$ cat config.mk
export PLATFORM = sky130hd
export DESIGN_NAME = poly_horner_param
export DESIGN_NICKNAME = d
export VERILOG_FILES = /design/src/rtl/poly_horner_param.sv
export SDC_FILE = /design/constraint.sdc
export NUM_CORES = 1
export LEC_CHECK = 0
export ABC_AREA = 0
export BUFFER_PORTS_ARGS = -buffer_cell sky130_fd_sc_hd__buf_2
export CAP_MARGIN = 20
export CELL_PAD_IN_SITES_DETAIL_PLACEMENT = 0
export CELL_PAD_IN_SITES_GLOBAL_PLACEMENT = 2
export CORE_MARGIN = 10
export CORE_UTILIZATION = 37
export CTS_CLUSTER_DIAMETER = 120
export DETAILED_ROUTE_END_ITERATION = 10
export GPL_ROUTABILITY_DRIVEN = 0
export PLACE_DENSITY = 0.86
export SETUP_SLACK_MARGIN = 0.5
export SLEW_MARGIN = 30
export SYNTH_ARGS = -nofsm -noshare
export SYNTH_HDL_FRONTEND = slang
export SYNTH_SLANG_ARGS = --single-unit
$ cat constraint.sdc
create_clock -name ck -period 6.7 [get_ports ck]
set_input_delay 0.67 -clock ck [delete_from_list [all_inputs] [get_ports ck]]
set_output_delay 0.67 -clock ck [all_outputs]
set_load 0.01 [all_outputs]
$ cat src/rtl/poly_horner_param.sv
// Horner-method polynomial evaluator: one multiply-add per clock, inicio/pronto/LED handshake.
// Optional build macro POLY_HORNER_SAT_EN: saturate overflowing steps to all-ones instead of wrapping.
module poly_horner_param #(
    parameter int WIDTH  = 16,
    parameter int DEGREE = 4,
    parameter int GW     = $clog2(DEGREE + 1)
) (
    input  logic                        ck,
    input  logic                        rst,
    input  logic                        inicio,
    input  logic                        pronto,
    input  logic [GW-1:0]               grau,
    input  logic [WIDTH-1:0]            X,
    input  logic [(DEGREE+1)*WIDTH-1:0] coef,
    output logic [WIDTH-1:0]            Resultado,
    output logic                        LED,
    output logic                        busy,
    output logic                        ovf
);

    typedef enum logic [1:0] {
        IDLE = 2'd0,
        CALC = 2'd1,
        DONE = 2'd2
    } state_t;

    localparam int FW = 2 * WIDTH + 1;

    state_t           state_r, state_nxt;
    logic [WIDTH-1:0] acc_r, acc_nxt;
    logic [GW-1:0]    idx_r, idx_nxt;
    logic             ovf_r, ovf_nxt;
    logic [WIDTH-1:0] x_r;
    logic [WIDTH-1:0] coef_r [0:DEGREE];
    logic [WIDTH-1:0] coef_in_s [0:DEGREE];
    logic [WIDTH-1:0] result_r, result_nxt;
    logic             led_r, led_nxt;
    logic             busy_r, busy_nxt;
    logic             load_s;
    logic [GW-1:0]    g_s;
    logic [GW-1:0]    idx_m1_s;
    logic [FW-1:0]    full_s;
    logic             step_ovf_s;
    logic [WIDTH-1:0] step_acc_s;

    // Unpack coefficients and compute one Horner step from the latched operands
    always_comb begin
        for (int i = 0; i <= DEGREE; i++) begin
            coef_in_s[i] = coef[i*WIDTH +: WIDTH];
        end
        g_s        = (grau > GW'(DEGREE)) ? GW'(DEGREE) : grau;
        idx_m1_s   = idx_r - GW'(1);
        full_s     = {{(WIDTH+1){1'b0}}, acc_r} * {{(WIDTH+1){1'b0}}, x_r}
                   + {{(WIDTH+1){1'b0}}, coef_r[idx_m1_s]};
        step_ovf_s = |full_s[FW-1:WIDTH];
`ifdef POLY_HORNER_SAT_EN
        step_acc_s = step_ovf_s ? {WIDTH{1'b1}} : full_s[WIDTH-1:0];
`else
        step_acc_s = full_s[WIDTH-1:0];
`endif
    end

    // Next-state and datapath update; outputs are precomputed so they can be registered
    always_comb begin
        state_nxt = state_r;
        acc_nxt   = acc_r;
        idx_nxt   = idx_r;
        ovf_nxt   = ovf_r;
        load_s    = 1'b0;
        case (state_r)
            IDLE: begin
                if (inicio) begin
                    load_s    = 1'b1;
                    acc_nxt   = coef_in_s[g_s];
                    idx_nxt   = g_s;
                    ovf_nxt   = 1'b0;
                    state_nxt = (g_s != GW'(0)) ? CALC : DONE;
                end else begin
                    state_nxt = IDLE;
                end
            end
            CALC: begin
                acc_nxt = step_acc_s;
                ovf_nxt = ovf_r | step_ovf_s;
                idx_nxt = idx_m1_s;
                if (idx_m1_s == GW'(0)) begin
                    state_nxt = DONE;
                end else begin
                    state_nxt = CALC;
                end
            end
            DONE: begin
                if (pronto) begin
                    state_nxt = IDLE;
                end else begin
                    state_nxt = DONE;
                end
            end
            default: begin
                state_nxt = IDLE;
            end
        endcase
        // Result is captured only on entry to DONE, so it holds across IDLE and CALC
        result_nxt = ((state_nxt == DONE) && (state_r != DONE)) ? acc_nxt : result_r;
        led_nxt    = (state_nxt == DONE);
        busy_nxt   = (state_nxt != IDLE);
    end

    // State register
    always_ff @(posedge ck or negedge rst) begin
        if (!rst) begin
            state_r <= IDLE;
        end else begin
            state_r <= state_nxt;
        end
    end

    // Datapath, operand latches and registered outputs
    always_ff @(posedge ck or negedge rst) begin
        if (!rst) begin
            acc_r    <= '0;
            idx_r    <= '0;
            ovf_r    <= 1'b0;
            x_r      <= '0;
            coef_r   <= '{default: '0};
            result_r <= '0;
            led_r    <= 1'b0;
            busy_r   <= 1'b0;
        end else begin
            acc_r    <= acc_nxt;
            idx_r    <= idx_nxt;
            ovf_r    <= ovf_nxt;
            result_r <= result_nxt;
            led_r    <= led_nxt;
            busy_r   <= busy_nxt;
            if (load_s) begin
                x_r    <= X;
                coef_r <= coef_in_s;
            end
        end
    end

    assign Resultado = result_r;
    assign LED       = led_r;
    assign busy      = busy_r;
    assign ovf       = ovf_r;

endmodule

After elaboration in Yosys (flattened, before gate mapping)
Cells that the tools add are included.
{ "op_classes": {"magnitude_cmp": 3, "mux": 20, "add_sub_neg": 2, "n_bitwise": 3, "n_reduce_logical": 8, "eq_ne": 5, "n_mul": 1} }
{ "ops": {"columns": ["cell", "count"], "rows": [
  ["binary-select mux 16 bit (select 3 bit)", 2],
  ["two-way mux 16 bit", 5],
  ["adder 32 x 16 -> 33 bit", 1],
  ["multiplier 16 x 16 -> 32 bit", 1],
  ["one-hot mux 16 bit (2 select lines)", 1],
  ["OR reduction 17 bit", 1],
  ["greater-or-equal comparator 4 bit (second input constant)", 2],
  ["two-way mux 2 bit", 4],
  ["NOT 3 -> 4 bit", 2],
  ["two-way mux 3 bit", 2],
  ["one-hot mux 2 bit (3 select lines)", 1],
  ["one-hot mux 3 bit (2 select lines)", 1],
  ["== test 2 bit (second input constant)", 2],
  ["inequality test 2 bit (second input constant)", 2],
  ["nonzero test 2 bit", 2],
  ["greater-than comparator 3 bit (second input constant)", 1],
  ["logical NOT 3 bit", 1],
  ["two-way mux 1 bit", 3],
  ["nonzero test 3 bit", 1],
  ["subtractor 3 x 1 -> 3 bit (second input constant)", 1],
  ["== test 2 x 1 -> 1 bit (second input constant)", 1],
  ["logical NOT 2 bit", 1],
  ["one-hot mux 1 bit (2 select lines)", 1],
  ["AND reduction 2 bit", 1],
  ["other kinds (2)", 2]
]} }
{ "word_totals": {"register_bits": 136, "input_bits": 103} }

Longest topological paths before layout
{ "depth": {"word_depth": 9, "depth_mapped": 27, "depth_no_buf": 24} }

Worst setup path after synthesis
No wires, ideal clock.
{ "synth_timing": {"path_kind": "reg-to-reg", "start": "register idx_r[0]", "end": "register ovf_r (netlist: ovf)", "n_path_buf": 3, "synth_period_minus_slack_ps": 6675, "arrival_time_ps": 6539, "slack_ps": 25, "setup_time_ps": 136, "stages_incl_launch_ff": 27, "t_required_ps": 6564, "cell_sequence": "dfrtp_1 clkbuf_1 inv_1 clkbuf_1 ha_1 xnor2_1 clkbuf_1 nand2_1 a21oi_1 a31o_2 a21oi_1 fa_1 inv_1 fa_1 inv_1 fa_1 fa_1 inv_1 ha_1 and3_1 a221o_1 a2111oi_0 nor3_1 a21oi_1 nand2_1 a2111oi_2 a31oi_1"} }
{ "synth_via": {"elab_chain_cells": 9} }
{ "synth_lines": {"columns": ["item", "line", "rtl"], "rows": [
  ["from (decl)", "31", "logic [GW-1:0] idx_r, idx_nxt;"],
  ["from (signal assigned)", "131", "idx_r <= idx_nxt;"],
  ["subtractor 3 x 1 -> 3 bit", "52", "idx_m1_s = idx_r - GW'(1);"],
  ["NOT 3 -> 4 bit (implied by the code)", "54", "+ {{(WIDTH+1){1'b0}}, coef_r[idx_m1_s]};"],
  ["binary-select mux 16 bit (select 3 bit)", "54", null],
  ["two-way mux 16 bit (implied by the code) (2 in a row)", "54", null],
  ["adder 32 x 16 -> 33 bit", "54", null],
  ["OR reduction 17 bit", "55", "step_ovf_s = |full_s[FW-1:WIDTH];"],
  ["bitwise OR 1 bit", "84", "ovf_nxt = ovf_r | step_ovf_s;"],
  ["one-hot mux 1 bit (2 select lines)", "70", "case (state_r)"],
  ["to (signal assigned)", "132", "ovf_r <= ovf_nxt;"],
  ["to (decl)", "32", "logic ovf_r, ovf_nxt;"]
]} }
No other way between the ends. The select of a mux whose other input is x is not followed.
A chain may end at the register's enable or synchronous reset.

Worst setup path in the final report
{ "layout_timing": {"start": "register x_r[3]", "end": "register ovf_r (netlist: ovf)"} }
{ "layout_via": {"elab_chain_cells": 5} }
{ "layout_lines": {"columns": ["item", "line", "rtl"], "rows": [
  ["from (decl)", "33", "logic [WIDTH-1:0] x_r;"],
  ["from (signal assigned)", "124", "x_r <= '0;"],
  ["from (signal assigned)", "137", "x_r <= X;"],
  ["multiplier 16 x 16 -> 32 bit", "53", "full_s = {{(WIDTH+1){1'b0}}, acc_r} * {{(WIDTH+1){1'b0}}, x_r}"],
  ["adder 32 x 16 -> 33 bit", "54", null],
  ["OR reduction 17 bit", "55", null],
  ["bitwise OR 1 bit", "84", null],
  ["one-hot mux 1 bit (2 select lines)", "70", null]
]} }
No other way between the ends.

==> results.json <==
{
  "reg2reg_slack_ps": 690,
  "fin_util_pct": 43.6,
  "worstSetupPathType": "reg2reg",
  "cpMostUsedCell": "fa_1",
  "cpLargestDelayFamily": "adder cells",
  "layout_min_cycle_time_ps": 6010,
  "synth-main-ff-cell": "dfrtp_1",
  "worstPathRequired_ps": 7010,
  "tightest_slew_ps": 903,
  "synth_compound_area_share_pct": 8.99,
  "nNetsFinal": 2135,
  "cts_buffer_depth": 2,
  "final_layout_size_suffix_gt1_share_pct": 26.4,
  "yosys_warnings": 0,
  "final-hold-violation-count": 0,
  "portBuffers": 121,
  "drv_cap": 0,
  "h-tree-depth": 4,
  "antenna_found_initial": 1,
  "worstSetupStartpointType": "register",
  "cp_max_fo": 7,
  "setup.worst_path.start": "x_r[3]",
  "die_w_um": 226,
  "synth_adder_area_share_pct": 36.0,
  "grt_setup_unrepaired": "true",
  "grt_max_degree": 81,
  "rows": 75,
  "syn_area_sq_um": 15600,
  "clkLatencyLatePin_ps": 450,
  "yosysSeqAreaShare_pct": 21.8,
  "numCtsBuffers": 17,
  "reg2regPathDepth": 21,
  "clock_sinks": 136,
  "grt_pass1_wl_um": 71600,
  "post-route-period-util_pct": 89.8,
  "dr.pass1.iters": 5,
  "relSlewSlack_pct": 39.6,
  "synth_top_family_by_area": "adder cells",
  "routedWlPerCell_um": 19.7,
  "muxShareOfSynthArea_pct": 12.3,
  "fillCellCount": 4117,
  "drt_iter0_drc": 665,
  "grt_pass1_vias": 12734,
  "finalSetupViolations": 0,
  "antenna_left": 0,
  "final_max_slew_viol_count": 0,
  "cts-root-buf": "clkbuf_16",
  "start_util_pct": 37.3,
  "clk_pin_slew_ps": 70,
  "yosys_register_bits": 136,
  "drc": 0,
  "place_area_sq_um": 16800,
  "slowest_delay_ps": 640,
  "areaGrowthSynthToFinish_pct": 16.7,
  "track_usage_pct": 18.0,
  "tns_ps": 0,
  "worst_path_max_delay_cell": "fa_1",
  "fmax_mhz": 166,
  "cts_tree": "done",
  "ys_types": 59,
  "synth-xor-area-share_pct": 1.01,
  "hold_class": "in2async",
  "gr-total-overflow": 0,
  "avgSynthCellArea_sq_um": 9.94,
  "path_cells": "buf_12 > nand2_1 > fa_1 > fa_1 > inv_1 > fa_1 > inv_1 > fa_1 > fa_1 > fa_1 > inv_1 > ha_2 > nand2_1 > nor2_4 > a21oi_1 > o211a_1 > o31a_1 > mux2_1 > nand4_1 > a2111oi_2 > a31oi_1",
  "crit_buf_inv": 4,
  "fp.dieArea_sq_um": 50900,
  "pin_count": 122,
  "use_met3_pct": 3.83,
  "postCtsHoldBufs": 0,
  "layout_common_cells": "inv_1 (239), fa_1 (209), nand2_1 (202)",
  "via_count": 11721,
  "timing.rr.start": "x_r[3]",
  "arrival_ps": 6320,
  "layout_commonest_cell": "inv_1",
  "viasPerCell": 5.19,
  "fin_area_sq_um": 18200,
  "design.core.area_sq_um": 41900,
  "synth-edff-count": 0,
  "endpoint_kind": "register",
  "grtUsageMet2_pct": 28.8,
  "status": "finished clean",
  "busiest_layer": "met2",
  "netlist_instances": 1572,
  "num_antenna_cells": 0,
  "met1_usage_pct": 24.6,
  "ys_async_sr_fraction_pct": 100,
  "syn_nets": 1998,
  "synthSimpleGateAreaFrac_pct": 12.3,
  "worst_clock_skew_ps": 12.0,
  "rr_endpoint": "ovf",
  "die-height_um": 226,
  "wirelength_um": 44400,
  "place_hpwl_um": 34600
}
[per-layer routing]
metal	up-vias	wire length, um
li1	5373	-
met3	37	2440
met1	6006	20800
met5	-	12
met2	303	20600
met4	2	580
[area by class of cell]
type	instances	area [sq um]	share of cell area, %
clock buffer	17	425	2.33
inverter	241	905	4.96
timing repair buffer	193	1250	6.83
multi-input combinational	1120	11400	62.4
clock inverter	14	141	0.775
tap	539	674	3.70
sequential	136	3470	19.0
[worst max path at each step]
stage / to / slack [ps] / cells after the start
6_report: ovf / 690 / 21
3_3_place_gp: ovf / 190 / 21
4_1_cts: ovf / 500 / 21
5_1_grt: ovf / 370 / 25
3_5_place_dp: ovf / 160 / 21
2_1_floorplan: ovf / 510 / 27
[flip-flops by register name, indices dropped and copies added (netlist names)]
signal and cells:
LED 1, x_r 16, idx_r 3, acc_r 16, Resultado 16, ovf 1, coef_r 80, state_r 2
busy 1
[synthesized netlist by cell type, drive strengths merged, types with 3 or more instances]
cell type / number / area share, %
nand4: 3 / 0.12
xnor2: 15 / 0.84
nand2: 204 / 4.9
a2111oi: 4 / 0.30
o22a: 6 / 0.34
inv: 241 / 5.8
nand3: 6 / 0.19
clkbuf: 64 / 1.5
or2: 3 / 0.12
nor2: 25 / 0.60
a211oi: 10 / 0.48
o21ai: 44 / 1.4
o31ai: 8 / 0.42
mux2: 120 / 8.6
and3: 12 / 0.48
a22oi: 12 / 0.58
xor2: 3 / 0.17
ha: 112 / 9.0
fa: 211 / 27
o31a: 3 / 0.17
o22ai: 3 / 0.12
and2: 121 / 4.8
a221oi: 3 / 0.17
nor3: 17 / 0.54
a21oi: 71 / 2.3
mux4: 13 / 1.9
buf: 12 / 0.32
o211ai: 4 / 0.19
a21o: 11 / 0.53
dfrtp: 136 / 22
nand2b: 4 / 0.16
a31o: 11 / 0.62
mux2i: 28 / 1.8
o21a: 8 / 0.38
a31oi: 6 / 0.34
[kinds of logic after synthesis]
logic type               after synthesis
AND/OR/NAND/NOR                      402
adder cells (fa/ha/maj)              323
buffers and inverters                317
AO/OA/AOI/OAI                        215
multiplexers                         161
flip-flops                           136
XOR/XNOR                              18
[metrics by stage]
| stage | worst slack (ps) | hold WS (ps) | cells |
|---|---|---|---|
| after floorplan | 515 | 374 | 1572 |
| after global routing | 372 | 268 | 2260 |
| after detailed placement | 164 | 488 | 2178 |
| after CTS | 505 | 247 | 2230 |
| after global placement | 187 | 484 | 2178 |
| final | 686 | 212 | 2260 |
[repair_timing]
action	4_1_cts	5_1_grt
setup endpoints to repair	2	3
cloned	1	1
gates resized for setup	31	70
setup buffers	20	29
pin swaps	2	16
Power is left out: the tool's default activity adds up to more than one toggle a clock period on the data nets, which glitch-free logic cannot reach.
